===== config.mk =====
export PLATFORM = sky130hd
export DESIGN_NAME = mux_tree_pipe
export DESIGN_NICKNAME = d
export VERILOG_FILES = /design/src/rtl/mux_tree_pipe.sv
export SDC_FILE = /design/constraint.sdc
export NUM_CORES = 1
export LEC_CHECK = 0
export CAP_MARGIN = 5
export CELL_PAD_IN_SITES_DETAIL_PLACEMENT = 1
export CELL_PAD_IN_SITES_GLOBAL_PLACEMENT = 2
export CORE_MARGIN = 5
export CORE_UTILIZATION = 27
export CTS_BUF_LIST = sky130_fd_sc_hd__clkbuf_8
export CTS_CLUSTER_SIZE = 25
export DETAILED_ROUTE_END_ITERATION = 7
export PLACE_DENSITY_LB_ADDON = 0.1
export SYNTH_ARGS = -nofsm -noshare
export SYNTH_HDL_FRONTEND = slang
export SYNTH_SLANG_ARGS = --single-unit
export TNS_END_PERCENT = 100

===== constraint.sdc =====
create_clock -name clk -period 1.2 [get_ports clk]
set_input_delay 0.24 -clock clk [delete_from_list [all_inputs] [get_ports clk]]
set_output_delay 0.24 -clock clk [all_outputs]
set_load 0.01 [all_outputs]

===== src/rtl/mux_tree_pipe.sv =====
// Pipelined N:1 multiplexer built as a binary tree of 2:1 levels.
// Each tree level is followed by a register stage. The stage carries the
// partially reduced data, the select bits that are still needed, an
// out-of-range flag and a valid bit. All stages advance together: they
// shift whenever the output register is empty or being drained.
module mux_tree_pipe #(
  parameter int WIDTH  = 8,
  parameter int NUM_IN = 8
) (
  input  logic                      clk,
  input  logic                      rst,
  input  logic                      in_valid,
  output logic                      in_ready,
  input  logic [$clog2(NUM_IN)-1:0] in_sel,
  input  logic [NUM_IN*WIDTH-1:0]   in_data,
  output logic                      out_valid,
  input  logic                      out_ready,
  output logic [WIDTH-1:0]          out_data,
  output logic                      out_err
);

  localparam int SEL_W      = $clog2(NUM_IN);
  localparam int PAD        = 2**SEL_W;
  // All stage data registers packed back to back: stage k holds PAD>>(k+1) entries.
  localparam int DATA_BITS  = WIDTH * (PAD - 1);
  // Stage k keeps SEL_W-k-1 select bits; the last stage keeps none.
  localparam int SEL_BITS   = (SEL_W * (SEL_W - 1)) / 2;
  localparam int SEL_BITS_S = (SEL_BITS > 0) ? SEL_BITS : 1;

  // Bit offset of stage k inside the packed data vector.
  function automatic int data_off(input int k);
    return WIDTH * (PAD - (PAD >> k));
  endfunction

  // Bit offset of stage k inside the packed select vector.
  function automatic int sel_off(input int k);
    return k * (SEL_W - 1) - (k * (k - 1)) / 2;
  endfunction

  logic                  w_adv;
  logic [PAD*WIDTH-1:0]  w_leaf;
  logic                  w_err_in;
  logic [DATA_BITS-1:0]  w_data_p;
  logic [SEL_BITS_S-1:0] w_sel_p;
  logic [SEL_W-1:0]      w_vld_p;
  logic [SEL_W-1:0]      w_err_p;

  // Global advance: the whole pipe shifts unless the output beat is blocked.
  assign w_adv    = !out_valid || out_ready;
  assign in_ready = w_adv;

  // Leaf vector: real channels in the low part, padded leaves read as zero.
  always_comb begin
    w_leaf = '0;
    w_leaf[NUM_IN*WIDTH-1:0] = in_data;
  end

  // A select that lands on a padded leaf is flagged; power-of-two trees have none.
  if (PAD == NUM_IN) begin : g_no_pad
    assign w_err_in = 1'b0;
  end else begin : g_pad
    localparam logic [SEL_W-1:0] NUM_IN_C = SEL_W'(NUM_IN);
    assign w_err_in = (in_sel >= NUM_IN_C);
  end

  if (SEL_BITS == 0) begin : g_no_sel
    assign w_sel_p = '0;
  end

  for (genvar k = 0; k < SEL_W; k++) begin : g_lvl
    localparam int NK = PAD >> (k + 1);
    localparam int SW = SEL_W - k;

    logic [2*NK*WIDTH-1:0] w_dsrc;
    logic [SW-1:0]         w_ssrc;
    logic                  w_vsrc;
    logic                  w_esrc;
    logic [NK*WIDTH-1:0]   w_pick;
    logic [NK*WIDTH-1:0]   r_data;
    logic                  r_vld;
    logic                  r_err;

    if (k == 0) begin : g_first
      assign w_dsrc = w_leaf;
      assign w_ssrc = in_sel;
      assign w_vsrc = in_valid;
      assign w_esrc = w_err_in;
    end else begin : g_next
      assign w_dsrc = w_data_p[data_off(k-1) +: 2*NK*WIDTH];
      assign w_ssrc = w_sel_p[sel_off(k-1) +: SW];
      assign w_vsrc = w_vld_p[k-1];
      assign w_esrc = w_err_p[k-1];
    end

    // Pair entries (2j, 2j+1); the lowest live select bit picks the odd one.
    for (genvar j = 0; j < NK; j++) begin : g_pair
      assign w_pick[j*WIDTH +: WIDTH] = w_ssrc[0] ? w_dsrc[(2*j+1)*WIDTH +: WIDTH]
                                                  : w_dsrc[(2*j)*WIDTH +: WIDTH];
    end

    // ---- stage k register: shift on advance, payload only for valid beats ----
    always_ff @(posedge clk) begin
      if (rst) begin
        r_vld  <= 1'b0;
        r_err  <= 1'b0;
        r_data <= '0;
      end else if (w_adv) begin
        r_vld <= w_vsrc;
        if (w_vsrc) begin
          r_data <= w_pick;
          r_err  <= w_esrc;
        end
      end
    end

    assign w_data_p[data_off(k) +: NK*WIDTH] = r_data;
    assign w_vld_p[k] = r_vld;
    assign w_err_p[k] = r_err;

    if (k < SEL_W - 1) begin : g_sel
      logic [SW-2:0] r_sel;

      // Carry the select bits that later levels still need alongside the beat.
      always_ff @(posedge clk) begin
        if (rst) begin
          r_sel <= '0;
        end else if (w_adv && w_vsrc) begin
          r_sel <= w_ssrc[SW-1:1];
        end
      end

      assign w_sel_p[sel_off(k) +: SW-1] = r_sel;
    end
  end

  // Last stage drives the outputs with no logic in between.
  assign out_valid = w_vld_p[SEL_W-1];
  assign out_err   = w_err_p[SEL_W-1];
  assign out_data  = w_data_p[DATA_BITS-1 -: WIDTH];

endmodule


; ---- Word-level counts from Yosys, hierarchy flattened
; Cells that the tools add are included.
[totals]
elab_cells = 22
ff_bits = 62
[op_classes]
n_reduce_logical = 7
mux = 7
[ops]
columns = op, count
row1 = $mux W8, 7
row2 = $reduce_and A2 Y1, 3
row3 = $logic_and A1 B1 Y1, 2
row4 = $logic_not A1 Y1, 1
row5 = $logic_or A1 B1 Y1, 1

; ---- Longest topological paths before layout
[depth]
ltp_word = 3
ltp_mapped = 6

; ---- Worst setup path before layout
; No wires, ideal clock.
[synth_path]
path_type = reg2reg
startpoint = register g_lvl[2].r_vld, in the netlist out_valid
endpoint = register g_lvl[1].r_data[10]
setup_ns = 0.081
arrival_ns = 1.204
stages_incl_launch_ff = 7
synth_period_minus_slack_ns = 1.285
n_path_buf = 2
path_slack_ns = -0.085
cell_sequence = dfxtp_1 > nor2b_4 > inv_2 > and2_1 > buf_6 > buf_6 > a211oi_2
[synth_between]
elab_chain_cells = 3
[synth_rtl]
columns = item, line_no
row1 = "start, declared", 80  ; logic r_vld;
row2 = "start signal, assigned", 108  ; r_vld <= w_vsrc;
row3 = $logic_not A1 Y1, 49  ; assign w_adv = !out_valid || out_ready;
row4 = $logic_or A1 B1 Y1, 49
row5 = $reduce_and A2 Y1 (no source line), n/a
row6 = "end signal, assigned", 110  ; r_data <= w_pick;
row7 = "end, declared", 79  ; logic [NK*WIDTH-1:0] r_data;
; Every way passes these cells.
; A chain may end at the register's enable or synchronous reset.

; ---- Worst setup path after layout
[layout_path]
startpoint = input out_ready
endpoint = output in_ready
[layout_between]
elab_chain_cells = 1
[layout_rtl]
columns = item, line_no
row1 = "start, declared", 17  ; input logic out_ready,
row2 = $logic_or A1 B1 Y1, 49
row3 = "end, declared", 13  ; output logic in_ready,
; Every way passes these cells.

==> impl_metrics.json <==
{
  "via_per_inst": 4.872,
  "synth.most_common_cell": "dfxtp_1",
  "fin_nets": 439,
  "routedWlPerCell_um": 16.59,
  "cts_tree": "yes",
  "cts_buffers": 9,
  "drtIter0Drc": 60,
  "antenna_found_initial": 0,
  "start_util_pct": 27.67,
  "powerDensity_nw_per_um2": 1115,
  "synth_flop_cell": "dfxtp_1",
  "area_growth_pct": 52.17,
  "grt_use_total_pct": 13.40,
  "cp.arrival_ns": 1.04,
  "grt_max_degree": 31,
  "yosys_warnings": 0,
  "wl_met3_um": 311,
  "antenna_left": 0,
  "maxSlewViolCount": 0,
  "place_congestion": 0.7088,
  "cts_max_path_buffers": 2,
  "grt_pass1_vias": 2608,
  "ir_drop_mv": 0.4006,
  "setup_viol": 28,
  "critPathBufInv": 3,
  "wl_met2_um": 3893,
  "route.vias.total": 2470,
  "io_buffer_count": 80,
  "max_stage_delay_ns": 0.45,
  "die_area_um2": 12740,
  "clock.fmax_mhz": 782.4,
  "p_total_mw": 4.845,
  "synth_cell_types": 22,
  "grt_pass1_wl_um": 13500,
  "num_antenna_cells": 0,
  "die_w_um": 112.9,
  "async_flop_share_pct": 0,
  "clock_sinks": 62,
  "drt-met1-wl_um": 4094,
  "drive_above_1_share_pct": 25.07,
  "fin_crit_sh_pct": 106.5,
  "synthesis.nets": 358,
  "syn_avg_cell_area_um2": 9.953,
  "clk_pin_slew_ns": 0.07,
  "ys_ff_latch": 62,
  "synth_commonest_cells": "dfxtp_1, a21oi_1, mux2i_1",
  "cp-end-kind": "output pin",
  "period_minus_slack_ns": 1.278,
  "cp.required_ns": 0.96,
  "place_area_um2": 3877,
  "crit_chain": "clkdlybuf4s50_1 > nor2b_4 > inv_4 > buf_6",
  "cts_setup_buffers": 0,
  "row_count": 37,
  "synth_edf_count": 0,
  "hold_viol_final": 0,
  "path_max_fanout": 3,
  "status": "finished with violations",
  "synth_top_area_share_pct": 43.45,
  "clock_skew_ns": 0.01040,
  "core_area_um2": 10320,
  "drc": 0,
  "cp_slowest_cell": "clkdlybuf4s50_1",
  "io_pins": 82,
  "cap_violations": 0,
  "violations": "negative setup slack",
  "p_leak_nw": 1.566,
  "setup_ws_ns": -0.07806,
  "final_area_um2": 4347,
  "synth_area_um2": 2856,
  "synth-seq-area-share_pct": 43.45,
  "grt_setup_unrepaired": "yes",
  "htreeDepth": 3,
  "drtPass1Iterations": 4,
  "dp_hpwl_um": 6054,
  "die_h_um": 112.9,
  "crit_type": "input port to output pin",
  "synth_area_leaders": "dfxtp_1, mux2i_1, a211oi_1",
  "clock_latency_ns": 0.34,
  "clockRootBuffer": "clkbuf_8",
  "wl_um": 8413,
  "crit_family": "buffers and inverters",
  "top_layer": "met4",
  "holdCritPathClass": "input port to flop",
  "syn-instance-count": 287,
  "overflow": 0,
  "synth_top_area_cell": "dfxtp_1",
  "start_kind": "input port"
}
## repair_timing
item / CTS / global route
pin swaps: 0 / 6
endpoints found under the setup margin: 54 / 65
cloned: 1 / 2
endpoints found under the hold margin: 0 / 0
resized for setup: 30 / 52
hold buffers: 0 / 0
## cell families (layout without fill, tap and decap cells)
family          count (synthesis)  after routing  synth area share [%]
compound gates                117            117                 27.16
other cells                     1              1                0.1313
simple gates                   14             15                 2.759
buf+inv                        36            119                 6.526
mux                            57             57                 19.97
flops                          62             62                 43.45
## sequential cells by signal, indices dropped and copies added (netlist names)
name / cells
g_lvl.g_sel.r_sel: 3
out_data: 8
g_lvl.r_data: 48
g_lvl.r_vld: 2
out_valid: 1
## metrics by stage
stage	hold WS (ns)	TNS [ns]	setup slack (ns)	utilization [%]	std cells
after detailed placement	0.4888	-23.48	-0.5248	37.56	490
after floorplan	0.4037	-0.1289	-0.01305	-	287
after global placement	0.4809	-21.92	-0.4730	37.56	490
after CTS	0.2871	-1.907	-0.2409	39.66	505
final	0.2949	-0.7342	-0.07806	42.10	507
after global routing	0.3025	-2.430	-0.1125	42.10	507
## path summary, 6_finish.rpt
check	start	endpoint	slack, ns	depth (start not counted)
min reg2reg	g_lvl[0].g_sel.r_sel[1]$_SDFFE_PP0P_	g_lvl[1].g_sel.r_sel$_SDFFE_PP0P_	0.51	2
max	out_ready	in_ready	-0.08	4
max reg2reg	out_valid$_SDFFE_PP0P_	g_lvl[0].r_data[28]$_SDFFE_PP0P_	-0.02	6
min	rst	out_data[2]$_SDFFE_PP0P_	0.29	3
## layout make-up
cell class,count,area (um2)
multi-input combinational,190,1657
tap,136,170.2
inverter,2,10.01
sequential,62,1244
clock buffer,10,137.6
clock inverter,4,25.02
timing repair buffer,103,1104
fill,1156,5977
## cell usage in the layout, fill, tap and decap left out, types with 6 or more instances in the layout
cell,netlist,routed
mux2i_1,57,57
a21oi_1,59,38
clkbuf_8,0,10
a211oi_1,46,34
dfxtp_1,62,60
buf_4,5,8
clkdlybuf4s15_1,0,6
clkdlybuf4s50_1,0,68
a211oi_2,10,22
a21oi_4,0,9
buf_6,2,6
buf_12,0,6
a21oi_2,0,12
## metal layers
layer / vias to the layer above / track usage, %
met1: 1174 / 17.83
met3: 11 / 3.369
met2: 52 / 20.93
met5: - / 0
li1: 1233 / -
met4: 0 / 5.048
## where the power goes
group          internal, mW  switching (mW)
clock                 0.774           0.797
combinational         0.539           0.424
sequential             2.21           0.104
## tightest hold or removal path: cells and delay by family
kind | cells | cell delay (ns)
AO/OA/AOI/OAI | 1 | 0.04
buffers and inverters | 2 | 0.30
No activity file was read; power rests on OpenSTA's default activity.
